### src/rtl/pc_seq_if.sv
// pc_seq_if: hazard/decode <-> fetch-PC sequencer signal bundle.
// master = hazard unit + decode side (drives stall and redirect request).
// slave  = pc_sequencer (drives fetch/decode PCs and status).
interface pc_seq_if;
   logic        stall;
   logic        redir_valid;
   logic [1:0]  redir_kind;
   logic        br_taken;
   logic [15:0] br_offset;
   logic [25:0] j_index;
   logic [31:0] jr_target;
   logic [31:0] pc_f;
   logic [31:0] pc_d;
   logic [31:0] link_pc;
   logic        fetch_valid;
   logic        addr_err;

   modport master (
      output stall, redir_valid, redir_kind, br_taken, br_offset, j_index, jr_target,
      input  pc_f, pc_d, link_pc, fetch_valid, addr_err
   );

   modport slave (
      input  stall, redir_valid, redir_kind, br_taken, br_offset, j_index, jr_target,
      output pc_f, pc_d, link_pc, fetch_valid, addr_err
   );
endinterface

### src/rtl/pc_sequencer.sv
// pc_sequencer: fetch PC register and next-PC sequencing for the pipelined MIPS core.
// Build option: define DELAY_SLOT_EN for MIPS delay-slot semantics (no bubble after a
// control transfer); left undefined, the instruction after a transfer is squashed
// through one FLUSH cycle.
//
// state   | meaning
// --------+-------------------------------------------------------------
// S_RUN   | normal sequencing, redirects accepted
// S_PEND  | redirect arrived during stall; target parked in r_pend_pc
// S_FLUSH | squash cycle: fetch_valid low until the next unstalled edge
module pc_sequencer #(
   parameter logic [31:0] RESET_PC = 32'h0000_3000,
   parameter bit          JR_ALIGN = 1'b1
) (
   input  logic     clk,
   input  logic     reset,
   pc_seq_if.slave  bus
);

   typedef enum logic [1:0] {S_RUN, S_PEND, S_FLUSH} state_t;

`ifdef DELAY_SLOT_EN
   localparam state_t S_AFTER_XFER  = S_RUN;
   localparam logic   FV_AFTER_XFER = 1'b1;
`else
   localparam state_t S_AFTER_XFER  = S_FLUSH;
   localparam logic   FV_AFTER_XFER = 1'b0;
`endif

   state_t      r_state, w_state_nx;
   logic [31:0] r_pc_f, r_pc_d, r_pend_pc;
   logic [31:0] w_pc_f_nx, w_pc_d_nx, w_pend_pc_nx;
   logic        r_fetch_valid, r_addr_err, w_fetch_valid_nx, w_addr_err_nx;
   logic [31:0] w_pc_f_plus4, w_pc_d_plus4;
   logic [31:0] w_br_target, w_j_target, w_jr_target, w_target;
   logic        w_redir, w_jr_misaligned;

   assign w_pc_f_plus4 = r_pc_f + 32'd4;
   assign w_pc_d_plus4 = r_pc_d + 32'd4;
   assign w_br_target  = w_pc_d_plus4 + {{14{bus.br_offset[15]}}, bus.br_offset, 2'b00};
   assign w_j_target   = {w_pc_d_plus4[31:28], bus.j_index, 2'b00};
   assign w_jr_target  = JR_ALIGN ? {bus.jr_target[31:2], 2'b00} : bus.jr_target;

   // Misalignment only matters when this jr actually redirects fetch.
   assign w_jr_misaligned = JR_ALIGN && (bus.redir_kind == 2'b10) && (bus.jr_target[1:0] != 2'b00);

   // Kind 11 is reserved and falls through as "no redirect".
   assign w_redir = bus.redir_valid &&
                    ((bus.redir_kind == 2'b01) || (bus.redir_kind == 2'b10) ||
                     ((bus.redir_kind == 2'b00) && bus.br_taken));

   // Redirect target select.
   always_comb begin
      w_target = w_pc_f_plus4;
      case (bus.redir_kind)
         2'b00:   w_target = w_br_target;
         2'b01:   w_target = w_j_target;
         2'b10:   w_target = w_jr_target;
         default: w_target = w_pc_f_plus4;
      endcase
   end

   // Next-state and next-register values; everything holds unless a case advances it.
   always_comb begin
      w_state_nx       = r_state;
      w_pc_f_nx        = r_pc_f;
      w_pc_d_nx        = r_pc_d;
      w_pend_pc_nx     = r_pend_pc;
      w_fetch_valid_nx = r_fetch_valid;
      w_addr_err_nx    = r_addr_err;
      case (r_state)
         S_RUN: begin
            if (w_redir && w_jr_misaligned) w_addr_err_nx = 1'b1;
            if (!bus.stall) begin
               w_pc_d_nx = r_pc_f;
               if (w_redir) begin
                  w_pc_f_nx        = w_target;
                  w_state_nx       = S_AFTER_XFER;
                  w_fetch_valid_nx = FV_AFTER_XFER;
               end else begin
                  w_pc_f_nx        = w_pc_f_plus4;
                  w_fetch_valid_nx = 1'b1;
               end
            end else if (w_redir) begin
               w_pend_pc_nx = w_target;
               w_state_nx   = S_PEND;
            end
         end
         // Decode is frozen here, so further redirect pulses are ignored.
         S_PEND: begin
            if (!bus.stall) begin
               w_pc_d_nx        = r_pc_f;
               w_pc_f_nx        = r_pend_pc;
               w_state_nx       = S_AFTER_XFER;
               w_fetch_valid_nx = FV_AFTER_XFER;
            end
         end
         // The squashed instruction is in decode, so its redirect requests are ignored.
         S_FLUSH: begin
            if (!bus.stall) begin
               w_pc_d_nx        = r_pc_f;
               w_pc_f_nx        = w_pc_f_plus4;
               w_fetch_valid_nx = 1'b1;
               w_state_nx       = S_RUN;
            end
         end
         default: w_state_nx = S_RUN;
      endcase
   end

   // State and PC registers; reset discards any parked redirect.
   always_ff @(posedge clk or posedge reset) begin
      if (reset) begin
         r_state       <= S_RUN;
         r_pc_f        <= RESET_PC;
         r_pc_d        <= RESET_PC - 32'd4;
         r_pend_pc     <= RESET_PC;
         r_fetch_valid <= 1'b0;
         r_addr_err    <= 1'b0;
      end else begin
         r_state       <= w_state_nx;
         r_pc_f        <= w_pc_f_nx;
         r_pc_d        <= w_pc_d_nx;
         r_pend_pc     <= w_pend_pc_nx;
         r_fetch_valid <= w_fetch_valid_nx;
         r_addr_err    <= w_addr_err_nx;
      end
   end

   assign bus.pc_f        = r_pc_f;
   assign bus.pc_d        = r_pc_d;
   assign bus.link_pc     = r_pc_d + 32'd8;
   assign bus.fetch_valid = r_fetch_valid;
   assign bus.addr_err    = r_addr_err;

endmodule

### src/flat_wrapper.sv
// flat-port wrapper written by rule: the top's interface ports become plain ports
module pc_sequencer_flat 
#(
   parameter logic [31:0] RESET_PC = 32'h0000_3000,
   parameter bit          JR_ALIGN = 1'b1
)
  (clk, reset, bus_stall, bus_redir_valid, bus_redir_kind, bus_br_taken, bus_br_offset, bus_j_index, bus_jr_target, bus_pc_f, bus_pc_d, bus_link_pc, bus_fetch_valid, bus_addr_err);
  pc_seq_if bus_i ();
  input  logic clk;
  input  logic reset;
  input wire logic [$bits(bus_i.stall)-1:0] bus_stall;
  input wire logic [$bits(bus_i.redir_valid)-1:0] bus_redir_valid;
  input wire logic [$bits(bus_i.redir_kind)-1:0] bus_redir_kind;
  input wire logic [$bits(bus_i.br_taken)-1:0] bus_br_taken;
  input wire logic [$bits(bus_i.br_offset)-1:0] bus_br_offset;
  input wire logic [$bits(bus_i.j_index)-1:0] bus_j_index;
  input wire logic [$bits(bus_i.jr_target)-1:0] bus_jr_target;
  output wire logic [$bits(bus_i.pc_f)-1:0] bus_pc_f;
  output wire logic [$bits(bus_i.pc_d)-1:0] bus_pc_d;
  output wire logic [$bits(bus_i.link_pc)-1:0] bus_link_pc;
  output wire logic [$bits(bus_i.fetch_valid)-1:0] bus_fetch_valid;
  output wire logic [$bits(bus_i.addr_err)-1:0] bus_addr_err;
  assign bus_i.stall = bus_stall;
  assign bus_i.redir_valid = bus_redir_valid;
  assign bus_i.redir_kind = bus_redir_kind;
  assign bus_i.br_taken = bus_br_taken;
  assign bus_i.br_offset = bus_br_offset;
  assign bus_i.j_index = bus_j_index;
  assign bus_i.jr_target = bus_jr_target;
  assign bus_pc_f = bus_i.pc_f;
  assign bus_pc_d = bus_i.pc_d;
  assign bus_link_pc = bus_i.link_pc;
  assign bus_fetch_valid = bus_i.fetch_valid;
  assign bus_addr_err = bus_i.addr_err;
  pc_sequencer #(.RESET_PC(RESET_PC), .JR_ALIGN(JR_ALIGN)) u_core (.clk(clk), .reset(reset), .bus(bus_i));
endmodule
### config.mk
export PLATFORM = sky130hd
export DESIGN_NAME = pc_sequencer_flat
export DESIGN_NICKNAME = d
export VERILOG_FILES = /design/src/rtl/pc_seq_if.sv /design/src/rtl/pc_sequencer.sv /design/src/flat_wrapper.sv
export SDC_FILE = /design/constraint.sdc
export NUM_CORES = 1
export LEC_CHECK = 0
export ABC_AREA = 1
export CAP_MARGIN = 20
export CORE_ASPECT_RATIO = 1.1
export CORE_UTILIZATION = 55
export CTS_BUF_LIST = sky130_fd_sc_hd__clkbuf_2 sky130_fd_sc_hd__clkbuf_4 sky130_fd_sc_hd__clkbuf_8
export DETAILED_ROUTE_END_ITERATION = 6
export PLACE_DENSITY = 0.95
export SLEW_MARGIN = 20
export SYNTH_ARGS = -nofsm -noshare
export SYNTH_HDL_FRONTEND = slang
export SYNTH_SLANG_ARGS = --single-unit
### constraint.sdc
create_clock -name clk -period 5.4 [get_ports clk]
set_clock_uncertainty 0.05 [all_clocks]
set_input_delay 1.62 -clock clk [delete_from_list [all_inputs] [get_ports clk]]
set_output_delay 1.62 -clock clk [all_outputs]
set_load 0.01 [all_outputs]
== Word level (Yosys, flattened, before mapping) ==
Index checks and enable logic that the tools add are counted.

* Register bits after elaboration: 100
* Bits of input ports: 81
* Output and inout port bits: 98
* Word-level logic and storage cells: 52

* Add/subtract/negate cells: 4
* Equal/unequal tests: 8
* Mux-type cells: 17
* Bitwise gates (word level): 1
* Reductions and logical operators: 16

{| class="wikitable"
|+ Operator list
! kind !! number
|-
| one-hot mux 32 bit (3 select lines) || 2
|-
| 2-to-1 mux 32 bit || 4
|-
| adder 32 x 3 -> 32 bit (second input constant) || 2
|-
| adder 32 bit || 1
|-
| adder 32 x 4 -> 32 bit (second input constant) || 1
|-
| 2-to-1 mux 2 bit || 5
|-
| inequality test 2 bit (second input constant) || 3
|-
| one-hot mux 2 bit (3 select lines) || 1
|-
| AND reduction 3 bit || 2
|-
| == test 2 x 1 -> 1 bit (second input constant) || 2
|-
| == test 2 bit (second input constant) || 2
|-
| logical AND 1 bit || 4
|-
| zero test 2 bit || 2
|-
| 2-to-1 mux 1 bit || 4
|-
| AND reduction 2 bit || 2
|-
| AND reduction 4 bit || 1
|-
| one-hot mux 1 bit (3 select lines) || 1
|-
| nonzero test 3 bit || 1
|-
| OR reduction 3 bit || 1
|-
| logical OR 1 bit || 2
|-
| inequality test 2 x 1 -> 1 bit (second input constant) || 1
|-
| nonzero test 2 bit || 1
|-
| NOT 1 bit || 1
|}

== Longest topological paths before layout ==
* Depth after elaboration: 7
* Gate-level depth with buffers: 29
* Gate-level depth less buffers: 29

== Worst setup path before layout ==
OpenSTA, ideal clock, no wires.

* Path kind: reg2out
* Start: register u_core.r_pc_d[4], in the netlist u_core.bus.pc_d[4]
* End: output port bus_link_pc[25]
* Data arrival time: 1.858 ns
* Required time: 3.730 ns
* Setup slack: 1.872 ns
* Cell stages (with the launch flop): 12
* Buffers on the path: 0
* Cell sequence: dfstp_2 -> ha_1 -> inv_1 -> nor2_2 -> inv_2 -> nor2_2 -> inv_2 -> nor2_2 -> nand2_2 -> nor2_1 -> nand4_1 -> xor2_1

* Cells in the longest elaborated chain, start to end: 1

{| class="wikitable"
|+ Ends and longest elaborated chain
! what !! RTL line !! RTL
|-
| start: declaration || pc_sequencer.sv:31 || <nowiki>logic [31:0] r_pc_f, r_pc_d, r_pend_pc;</nowiki>
|-
| start signal: assignment || pc_sequencer.sv:116 || <nowiki>r_pc_d <= RESET_PC - 32'd4;</nowiki>
|-
| start signal: assignment || pc_sequencer.sv:123 || <nowiki>r_pc_d <= w_pc_d_nx;</nowiki>
|-
| adder 32 x 4 -> 32 bit || pc_sequencer.sv:132 || <nowiki>assign bus.link_pc = r_pc_d + 32'd8;</nowiki>
|-
| end: declaration || flat_wrapper.sv:20 || <nowiki>output wire logic [$bits(bus_i.link_pc)-1:0] bus_link_pc;</nowiki>
|}

No other way between the ends.

== Worst setup path after layout ==
* Start: register u_core.r_pc_d[3], in the netlist u_core.bus.pc_d[3]
* End: output port bus_link_pc[25]

Same word-level chain as after synthesis.

==> run metrics <==
status=finished, violations left; failing checks=DRC; WL final=35400 um; Placer Congestion=around 1.0; hold wc startpoint=u_core.r_pend_pc[12]; # fillers=1438; initial detailed-routing violation count=roughly 1300; Leak=approximately 5.5 nW; Tot GR Track Use=0.413; Synth Area per Inst=6.37 um^2; synthesized area=9210 um^2; Root Buffer=clkbuf_8; pre-CTS setup slack=0.715 ns; crit share post-route=0.925; total grt overflow=0; top cells by area, synth=dfrtp_1 23%, nand2_1 17%, inv_1 8.2%; CTS Buffer Depth=2; crit path capture type=primary output; first-pass GRT wire length=54300 um; RR Startpoint=u_core.bus.pc_d[2]; Critical Path, Cell by Cell=ha_1, inv_1, nor2_2, inv_2, nor2_2, inv_2, nor2_2, nand2_2, nor2_1, nand4_1, xor2_1, clkdlybuf4s50_1; Min Clock Period, post-route=roughly 5.0 ns; row cnt=49; Worst EP arrival=about 3.3 ns; Switching Share=0.531; worst reg-to-reg setup slack=1.00 ns; CTS clock-pin slew for the worst setup and hold paths=0.13 ns; initial core utilization=0.562; internal power=between 3 and 4 mW; Min-Delay Path Depth=2; Critical R2R Capture=u_core.bus.pc_f[27]; number of global-route vias before repair=~10000; worst skew pair latency=0.40 ns; Req. time, crit path=3.73 ns; Sequential Power Share=0.253; worst hold path type=flop to flop; largest area contributor in the netlist=dfrtp_1; CTS tree=done; Crit path largest cell delay=0.66 ns; cts hold-fix bufs=0; post_cts resized=0; IO Count=around 180; final setup margin=0.403 ns; setup bufs post-CTS=0; Inserted Clock Buffers=9; most frequent cell after synthesis=nand2_1; setup TNS=0 ns; Seq cells post-synth=100; syn nets=1571; Layout area overhead=23.9%; count of clock tree sinks=100; Die W=roughly 130 um; Pwr Total=6.83 mW; Main synth FF type=dfrtp_1; RSZ-0062 raised after global routing=false; Comb pwr share=0.666; antenna cells=0; Fin. Hold Viols=0; Design Area, Final=roughly 11000 um^2; Pre-Repair DR Iteration Count=7; Core Area=16400 um^2; drt drc=6; critical path launch point type=flop; R2R cell count=17; crit-path most repeated cell=nor2_2; Slew Limit Fails=0; # Max-Cap Violations=0; layout cells sized above 1=0.0534; Peak VDD IR=0.000463 V; crit path max-delay cell type=dfstp_2; hold path endpoint=u_core.r_pend_pc[12]; Die ar.=approximately 17000 um^2; Crit Path Max Fanout=5; Synth Warn #=0; slew at the pin with the worst max-slew slack=approximately 1.1 ns; NumNets Final=about 1700; Synth top area share=0.231; initial antenna violation count=0; Post-synth top cells=419 x nand2_1, 201 x inv_1, 138 x nor2_1; wire per inst=19.5 um; Die Ht=138 um; via count=10900; Vias/cell=6.01; endpoints failing setup=0; Peak Freq=200 MHz; Synth cell types=49; Clk pwr share=0.081; DP Area=roughly 11000 um^2; power per cell area=599 nW/um^2; Synth Instances=1445; EDFF count, synth=0; post-synthesis sequential area ratio=0.274; path type of the worst setup path=flop to primary output; antenna viol nets, final=0; pin count of the biggest net entering global routing=52; Slew HR=0.251; P_sw=3.63 mW; Async SR Flop Fraction=1.00; utilization after layout=0.697; Port Buffer Count=~180; H-tree depth=3; DP HPWL=27400 um
cell type report:
| type | instances | area, um^2 | area share |
|---|---|---|---|
| Sequential cell | 100 | 2520 | 0.221 |
| Inverter | 207 | 779 | 0.0683 |
| Clock buffer | 9 | 124 | 0.0109 |
| Timing Repair Buffer | 195 | 1920 | 0.168 |
| Tap cell | 204 | 255 | 0.0224 |
| Multi-Input combinational cell | 1091 | 5730 | 0.502 |
| Clock inverter | 7 | 80.1 | 0.00702 |
logic make-up (layout without fill, tap and decap cells):
group | Yosys count | in the layout | share of synthesized area
AO/OA/AOI/OAI | 229 | 229 | 0.146
XOR/XNOR | 71 | 71 | 0.0675
adder cells (fa/ha/maj) | 45 | 45 | 0.0620
buffers and inverters | 254 | 418 | 0.106
flip-flops | 100 | 100 | 0.274
multiplexers | 2 | 2 | 0.00245
AND/OR/NAND/NOR | 744 | 744 | 0.342
worst max-delay path by stage:
stage	from	end	slack, ns	depth (start not counted)
5_1_grt	u_core.bus.pc_d[3]	bus_link_pc[25]	0.32	12
4_1_cts	u_core.bus.pc_d[3]	bus_link_pc[25]	0.44	12
2_1_floorplan	reset	u_core.bus.addr_err	1.14	1
3_5_place_dp	bus_br_offset[15]	u_core.bus.pc_f[27]	0.71	13
3_3_place_gp	bus_br_offset[15]	u_core.bus.pc_f[26]	0.78	13
6_report	u_core.bus.pc_d[3]	bus_link_pc[25]	0.40	12
worst max-delay path, delay by kind of cell (launching register included):
kind | cells | cell delay [ns]
XOR/XNOR | 1 | 0.23
AND/OR/NAND/NOR | 6 | 1.01
adder cells (fa/ha/maj) | 1 | 0.22
flip-flops | 1 | 0.66
buffers and inverters | 4 | 0.82
cells in the final DEF (no fill, tap or decap), drive strengths merged, types with 9 or more instances in the layout:
cell type      instances
o21ai                 74
a21oi                 92
inv                  209
xor2                  67
buf                   17
a221oi                17
nor2                 150
clkbuf                 9
dfrtp                 85
ha                    44
nand2                423
dfstp                 15
nand3                110
nor3                  23
clkdlybuf4s50        178
nand4                 17
o211ai                 9
stage by stage:
step	cells	hold slack, ns
4_1_cts	1812	0.435
3_5_place_dp	1796	0.416
5_1_grt	1813	0.462
6_report	1813	0.437
3_3_place_gp	1796	0.404
2_1_floorplan	1445	0.392
power groups by stage:
stage / Clock (mW) / Sequential [mW] / Combinational [mW]
final: 0.554 / 1.73 / 4.56
after detailed placement: 0 / 1.70 / 4.40
after global placement: 0 / 1.69 / 4.29
after CTS: 0.550 / 1.69 / 4.43
after global routing: 0.580 / 1.76 / 4.95
after floorplan: 0 / 1.63 / 2.64
routing by layer:
layer  up-vias  wire (um)  global-route usage
met3       162       3710              0.0656
met2       790      16000               0.673
met1      4974      13800               0.531
li1       4968          -                   -
met5         -          0                   0
met4         0       1950               0.217
sequential cells by signal (all words and copies together) (netlist names):
register and cells:
u_core.bus.pc_f 32, u_core.r_pend_pc 32, u_core.r_state 2, u_core.bus.fetch_valid 1
u_core.bus.pc_d 32, u_core.bus.addr_err 1
(Power assumes the default switching activity.)
